**src/rtl/pulse_train_gen_if.sv**
```systemverilog
// Handshake and parameter bundle for pulse_train_gen: requests and lengths in,
// level, edge markers and completion status out.
interface pulse_train_gen_if #(
  parameter int LEN_W = 8,
  parameter int CNT_W = 8
);
  logic             start_i;
  logic             stop_i;
  logic [LEN_W-1:0] high_len_i;
  logic [LEN_W-1:0] low_len_i;
  logic [CNT_W-1:0] count_i;
  logic             ready_o;
  logic             wave_o;
  logic             rise_o;
  logic             fall_o;
  logic             done_o;

  modport master (
    output start_i, stop_i, high_len_i, low_len_i, count_i,
    input  ready_o, wave_o, rise_o, fall_o, done_o
  );

  modport slave (
    input  start_i, stop_i, high_len_i, low_len_i, count_i,
    output ready_o, wave_o, rise_o, fall_o, done_o
  );
endinterface

```
**src/rtl/pulse_train_gen.sv**
```systemverilog
// Pulse train generator: programmed high/low phases repeated count times, with
// registered level, rise/fall markers and done. Define PULSE_TRAIN_INFINITE_EN to make count=0 run until stopped.
module pulse_train_gen #(
  parameter int LEN_W = 8,
  parameter int CNT_W = 8
) (
  input logic             clk,
  input logic             reset,
  pulse_train_gen_if.slave bus
);

  typedef enum logic [1:0] {IDLE, HIGH, LOW} state_t;

  state_t           state, state_n;
  logic [LEN_W-1:0] phase_cnt, phase_cnt_n;
  logic [LEN_W-1:0] high_len, high_len_n;
  logic [LEN_W-1:0] low_len, low_len_n;
  logic [CNT_W-1:0] period_cnt, period_cnt_n;
  logic             wave, rise, rise_n, fall, fall_n, done, done_n, ready;
  logic             infinite, zero_done;

  // Zero-length phases are stretched to one cycle so every edge stays visible.
  function automatic logic [LEN_W-1:0] at_least_one(input logic [LEN_W-1:0] v);
    return (v == '0) ? LEN_W'(1) : v;
  endfunction

`ifdef PULSE_TRAIN_INFINITE_EN
  assign infinite  = (period_cnt == '0);
  assign zero_done = 1'b0;
`else
  assign infinite  = 1'b0;
  assign zero_done = (bus.count_i == '0);
`endif

  always_comb begin
    state_n      = state;
    phase_cnt_n  = phase_cnt;
    period_cnt_n = period_cnt;
    high_len_n   = high_len;
    low_len_n    = low_len;
    rise_n       = 1'b0;
    fall_n       = 1'b0;
    done_n       = 1'b0;
    case (state)
      IDLE: begin
        if (bus.start_i && !bus.stop_i) begin
          high_len_n   = bus.high_len_i;
          low_len_n    = bus.low_len_i;
          period_cnt_n = bus.count_i;
          if (zero_done) begin
            done_n = 1'b1;
          end else begin
            state_n     = HIGH;
            phase_cnt_n = at_least_one(bus.high_len_i);
            rise_n      = 1'b1;
          end
        end
      end
      HIGH: begin
        if (bus.stop_i) begin
          state_n = IDLE;
          fall_n  = 1'b1;
          done_n  = 1'b1;
        end else if (phase_cnt <= LEN_W'(1)) begin
          state_n     = LOW;
          phase_cnt_n = at_least_one(low_len);
          fall_n      = 1'b1;
        end else begin
          phase_cnt_n = phase_cnt - LEN_W'(1);
        end
      end
      LOW: begin
        if (bus.stop_i) begin
          state_n = IDLE;
          done_n  = 1'b1;
        end else if (phase_cnt <= LEN_W'(1)) begin
          if (!infinite && period_cnt <= CNT_W'(1)) begin
            state_n = IDLE;
            done_n  = 1'b1;
          end else begin
            if (!infinite) period_cnt_n = period_cnt - CNT_W'(1);
            state_n     = HIGH;
            phase_cnt_n = at_least_one(high_len);
            rise_n      = 1'b1;
          end
        end else begin
          phase_cnt_n = phase_cnt - LEN_W'(1);
        end
      end
      default: state_n = IDLE;
    endcase
  end

  // Outputs are registered from the next-state decode so they line up with the state.
  always_ff @(posedge clk) begin
    if (reset) begin
      state      <= IDLE;
      phase_cnt  <= '0;
      period_cnt <= '0;
      high_len   <= '0;
      low_len    <= '0;
      wave       <= 1'b0;
      rise       <= 1'b0;
      fall       <= 1'b0;
      done       <= 1'b0;
      ready      <= 1'b1;
    end else begin
      state      <= state_n;
      phase_cnt  <= phase_cnt_n;
      period_cnt <= period_cnt_n;
      high_len   <= high_len_n;
      low_len    <= low_len_n;
      wave       <= (state_n == HIGH);
      rise       <= rise_n;
      fall       <= fall_n;
      done       <= done_n;
      ready      <= (state_n == IDLE);
    end
  end

  assign bus.wave_o  = wave;
  assign bus.rise_o  = rise;
  assign bus.fall_o  = fall;
  assign bus.done_o  = done;
  assign bus.ready_o = ready;

endmodule

```
**src/flat_wrapper.sv**
```systemverilog
// flat-port wrapper written by rule: the top's interface ports become plain ports
module pulse_train_gen_flat 
#(
  parameter int LEN_W = 8,
  parameter int CNT_W = 8
)
  (clk, reset, bus_start_i, bus_stop_i, bus_high_len_i, bus_low_len_i, bus_count_i, bus_ready_o, bus_wave_o, bus_rise_o, bus_fall_o, bus_done_o);
  pulse_train_gen_if #(.LEN_W(LEN_W), .CNT_W(CNT_W)) bus_i ();
  input logic clk;
  input logic reset;
  input wire logic [$bits(bus_i.start_i)-1:0] bus_start_i;
  input wire logic [$bits(bus_i.stop_i)-1:0] bus_stop_i;
  input wire logic [$bits(bus_i.high_len_i)-1:0] bus_high_len_i;
  input wire logic [$bits(bus_i.low_len_i)-1:0] bus_low_len_i;
  input wire logic [$bits(bus_i.count_i)-1:0] bus_count_i;
  output wire logic [$bits(bus_i.ready_o)-1:0] bus_ready_o;
  output wire logic [$bits(bus_i.wave_o)-1:0] bus_wave_o;
  output wire logic [$bits(bus_i.rise_o)-1:0] bus_rise_o;
  output wire logic [$bits(bus_i.fall_o)-1:0] bus_fall_o;
  output wire logic [$bits(bus_i.done_o)-1:0] bus_done_o;
  assign bus_i.start_i = bus_start_i;
  assign bus_i.stop_i = bus_stop_i;
  assign bus_i.high_len_i = bus_high_len_i;
  assign bus_i.low_len_i = bus_low_len_i;
  assign bus_i.count_i = bus_count_i;
  assign bus_ready_o = bus_i.ready_o;
  assign bus_wave_o = bus_i.wave_o;
  assign bus_rise_o = bus_i.rise_o;
  assign bus_fall_o = bus_i.fall_o;
  assign bus_done_o = bus_i.done_o;
  pulse_train_gen #(.LEN_W(LEN_W), .CNT_W(CNT_W)) u_core (.clk(clk), .reset(reset), .bus(bus_i));
endmodule
```
**config.mk**
```make
export PLATFORM = sky130hd
export DESIGN_NAME = pulse_train_gen_flat
export DESIGN_NICKNAME = d
export VERILOG_FILES = /design/src/rtl/pulse_train_gen_if.sv /design/src/rtl/pulse_train_gen.sv /design/src/flat_wrapper.sv
export SDC_FILE = /design/constraint.sdc
export NUM_CORES = 1
export LEC_CHECK = 0
export CAP_MARGIN = 10
export CELL_PAD_IN_SITES_DETAIL_PLACEMENT = 1
export CELL_PAD_IN_SITES_GLOBAL_PLACEMENT = 1
export CORE_AREA = 10 10 82 112
export CTS_CLUSTER_DIAMETER = 100
export DETAILED_ROUTE_END_ITERATION = 7
export DIE_AREA = 0 0 92 122
export PLACE_DENSITY_LB_ADDON = 0.1
export SLEW_MARGIN = 20
export SYNTH_ARGS = -nofsm -noshare
export SYNTH_HDL_FRONTEND = slang
export SYNTH_SLANG_ARGS = --single-unit
```
**constraint.sdc**
```tcl
create_clock -name clk -period 2.54 [get_ports clk]
set_input_delay 0.508 -clock clk [delete_from_list [all_inputs] [get_ports clk]]
set_output_delay 0.508 -clock clk [all_outputs]
set_load 0.02 [all_outputs]
```
==> flow_summary.ini <==
[yosys]
synth_edf_count = 0
synth_nets = 330
ys.flop_type = dfxtp_1
avgSynthCellArea_um2 = 8.22
ys_seq_area_share_pct = 32.3
synth_cell_types = 65
synth_area_um2 = 2420
synth_warnings = 0
synth-async-reset-ratio_pct = 0
ys_ff_latch = 39
syn_inst = 294

[critical_path]
max_stage_delay_ns = 0.64
critical-path-top-delay-family = compound AO/OA/AOI/OAI gates
critPathMaxFanout = 16
crit_type = reg -> reg
endpoint_kind = flip-flop
arrival_ns = 2.54
slowest_stage = a221oi_4
cp_num_buf_inv = 1
required_ns = 2.72
crit_chain = inv_1 > ha_1 > nor2_2 > nor4_4 > a221oi_4 > o21ai_1 > o221a_1
startpoint_type = flip-flop

[placement]
gp_congestion = 0.860
port_buffers = 32
dp_hpwl_um = 6240

[drt]
wl_per_cell_um = 19.1
drtIter0Drc = 84
ant_nets = 0
drc = 0
post_drt_via_cell_ratio = 5.65
vias = 2383
met3_length_um = 190
dr_wl_met2_um = 4190
wl_um = 8060
wl_met1_um = 3320
top_layer_used = met4
drt-pass1-iter-count = 4

[sta]
rsz0062_at_grt = no
worstMarginPinSlew_ns = 0.727
timing.final.crit_share_pct = 93.1
timing.final.hold_violations = 0
max_slew_margin_pct = 51.1
setup-tns-final_ns = 0
max_freq_mhz = 423
report.final.slew_viol_count = 0
fin_crit_ns = 2.37
finalClockSkew_ns = 0.0105
setup_viol = 0

[floorplanning]
num_rows = 37
die_area_um2 = 11200
io_pins = 33
initial_core_util_pct = 33.5
fp.dieW_um = 92
core_area_um2 = 7220
die_h_um = 122

[clock_network]
cts_setup_buffers = 0
clock_latency_ns = 0.29
clock-sinks = 39
cts_made_buffers = 5
cts_tree = done
postCtsHoldBufs = 0
cts_resized = 0
clk_pin_slew_ns = 0.08
clockBufferDepth = 2
htree_levels = 2
clock-root-buffer = clkbuf_8

[power]
ir_worst_vdd_mv = 0.267
power_density_nw_per_um2 = 601
p_leak_nw = 1.03

[final_layout]
area_growth_pct = 21.2
nets = 361
mostFrequentLayoutCells = a21oi_1 (39), dfxtp_1 (39), nand2_1 (38)
drive_above_1_share_pct = 10.8
diodes = 0
final_util_pct = 40.5

[run_status]
outcome = finished, final reports clean

[global_route]
antenna_found_initial = 0
grt_usage_pct = 14.5
grt_pass1_wl_um = 13100
grt_start_max_net_pins = 21
grt_pass1_vias = 2524
gr-total-overflow = 0

[worst_hold_path]
hold_class = reg -> reg

[run]
maxCapViolCount = 0
area by class of cell:
class / instances / area, um2
Inverter: 12 / 45.0
Fill cell: 903 / 4290
Clock buffer: 6 / 72.6
Clock inverter: 1 / 30.0
Timing Repair Buffer: 45 / 418
Tap cell: 97 / 121
Sequential cell: 39 / 781
Multi-Input combinational cell: 222 / 1460
synthesized netlist by cell type, drive strengths merged, types with 2 or more instances:
library cell  instances  area (um2)
o211a                 2        20.0
a211oi                2        15.0
o41ai                 8        85.1
a2111oi               2        25.0
o31ai                10        80.1
nand2                38         143
a311oi                2        17.5
o21ai                19        98.9
o311ai                6        52.6
ha                    8         100
nor3                  9        72.6
a21boi                6        48.8
or2                   2        12.5
nand3b                2        15.0
a21o                  2        15.0
buf                  12        96.3
o21a                  3        30.0
or3                   2        17.5
nor4                  9        71.3
dfxtp                39         781
a221oi                2        35.0
clkbuf                9        33.8
a31oi                 2        12.5
or4                   4        30.0
nor2                 16        62.6
nand3                 5        30.0
a21oi                39         195
nor2b                 4        25.0
inv                  11        41.3
and3                  2        12.5
state kept, by name, summed over array words and instances, names as in the netlist:
| name | flops |
|---|---|
| u_core.bus.done_o | 1 |
| u_core.bus.fall_o | 1 |
| u_core.bus.ready_o | 1 |
| u_core.bus.rise_o | 1 |
| u_core.bus.wave_o | 1 |
| u_core.high_len | 8 |
| u_core.low_len | 8 |
| u_core.period_cnt | 8 |
| u_core.phase_cnt | 8 |
| u_core.state | 2 |
worst paths after layout:
path / startpoint / end / slack, ns / cells after the start
worst min register to register: u_core.high_len[0] / u_core.high_len[0] / 0.47 / 2
worst max register to register: u_core.phase_cnt[0] / u_core.phase_cnt[0] / 0.17 / 7
worst max-delay path: u_core.phase_cnt[0] / u_core.phase_cnt[0] / 0.17 / 7
worst min-delay path: u_core.high_len[0] / u_core.high_len[0] / 0.47 / 2
cell families (layout without fill, tap and decap cells):
family                     count (synthesis)  in the layout  share of synthesized area (%)
AOI/OAI and AO/OA                        114            114                           33.6
buffers and inverters                     33             64                           7.25
adders and majority gates                  8              8                           4.14
xor gates and xnor gates                   1              1                          0.363
muxes                                      1              1                          0.414
and+or+nand+nor                           98             98                           21.9
DFF                                       39             39                           32.3
where the power goes:
| part | internal (mW) | total [mW] | switching [mW] |
|---|---|---|---|
| Sequential | 0.656 | 0.706 | 0.0498 |
| Combinational | 0.221 | 0.553 | 0.333 |
| Clock | 0.288 | 0.501 | 0.213 |
metrics by stage:
step | instances | hold slack, ns | power, mW | cell area (um2) | setup WS [ns]
floorplan | 294 | 0.437 | 1.10 | 2420 | 0.631
global placement | 415 | 0.449 | 1.26 | 2830 | 0.189
detailed placement | 415 | 0.455 | 1.27 | 2830 | 0.127
CTS | 422 | 0.468 | 1.79 | 2930 | 0.217
global route | 422 | 0.493 | 1.87 | 2930 | 0.0226
finish | 422 | 0.471 | 1.76 | 2930 | 0.174
routing by layer:
metal	global-route usage (%)	up-vias
li1	-	1161
met1	15.7	1157
met2	26.3	45
met3	2.09	20
met4	8.61	0
met5	0	-
worst reg2reg max path: stages, from the launching register on:
cell and delay (ns):
dfxtp_1 0.49, inv_1 0.14, ha_1 0.29, nor2_2 0.22, nor4_4 0.09, a221oi_4 0.64, o21ai_1 0.16, o221a_1 0.23
Power figures use the tool's default switching activity.
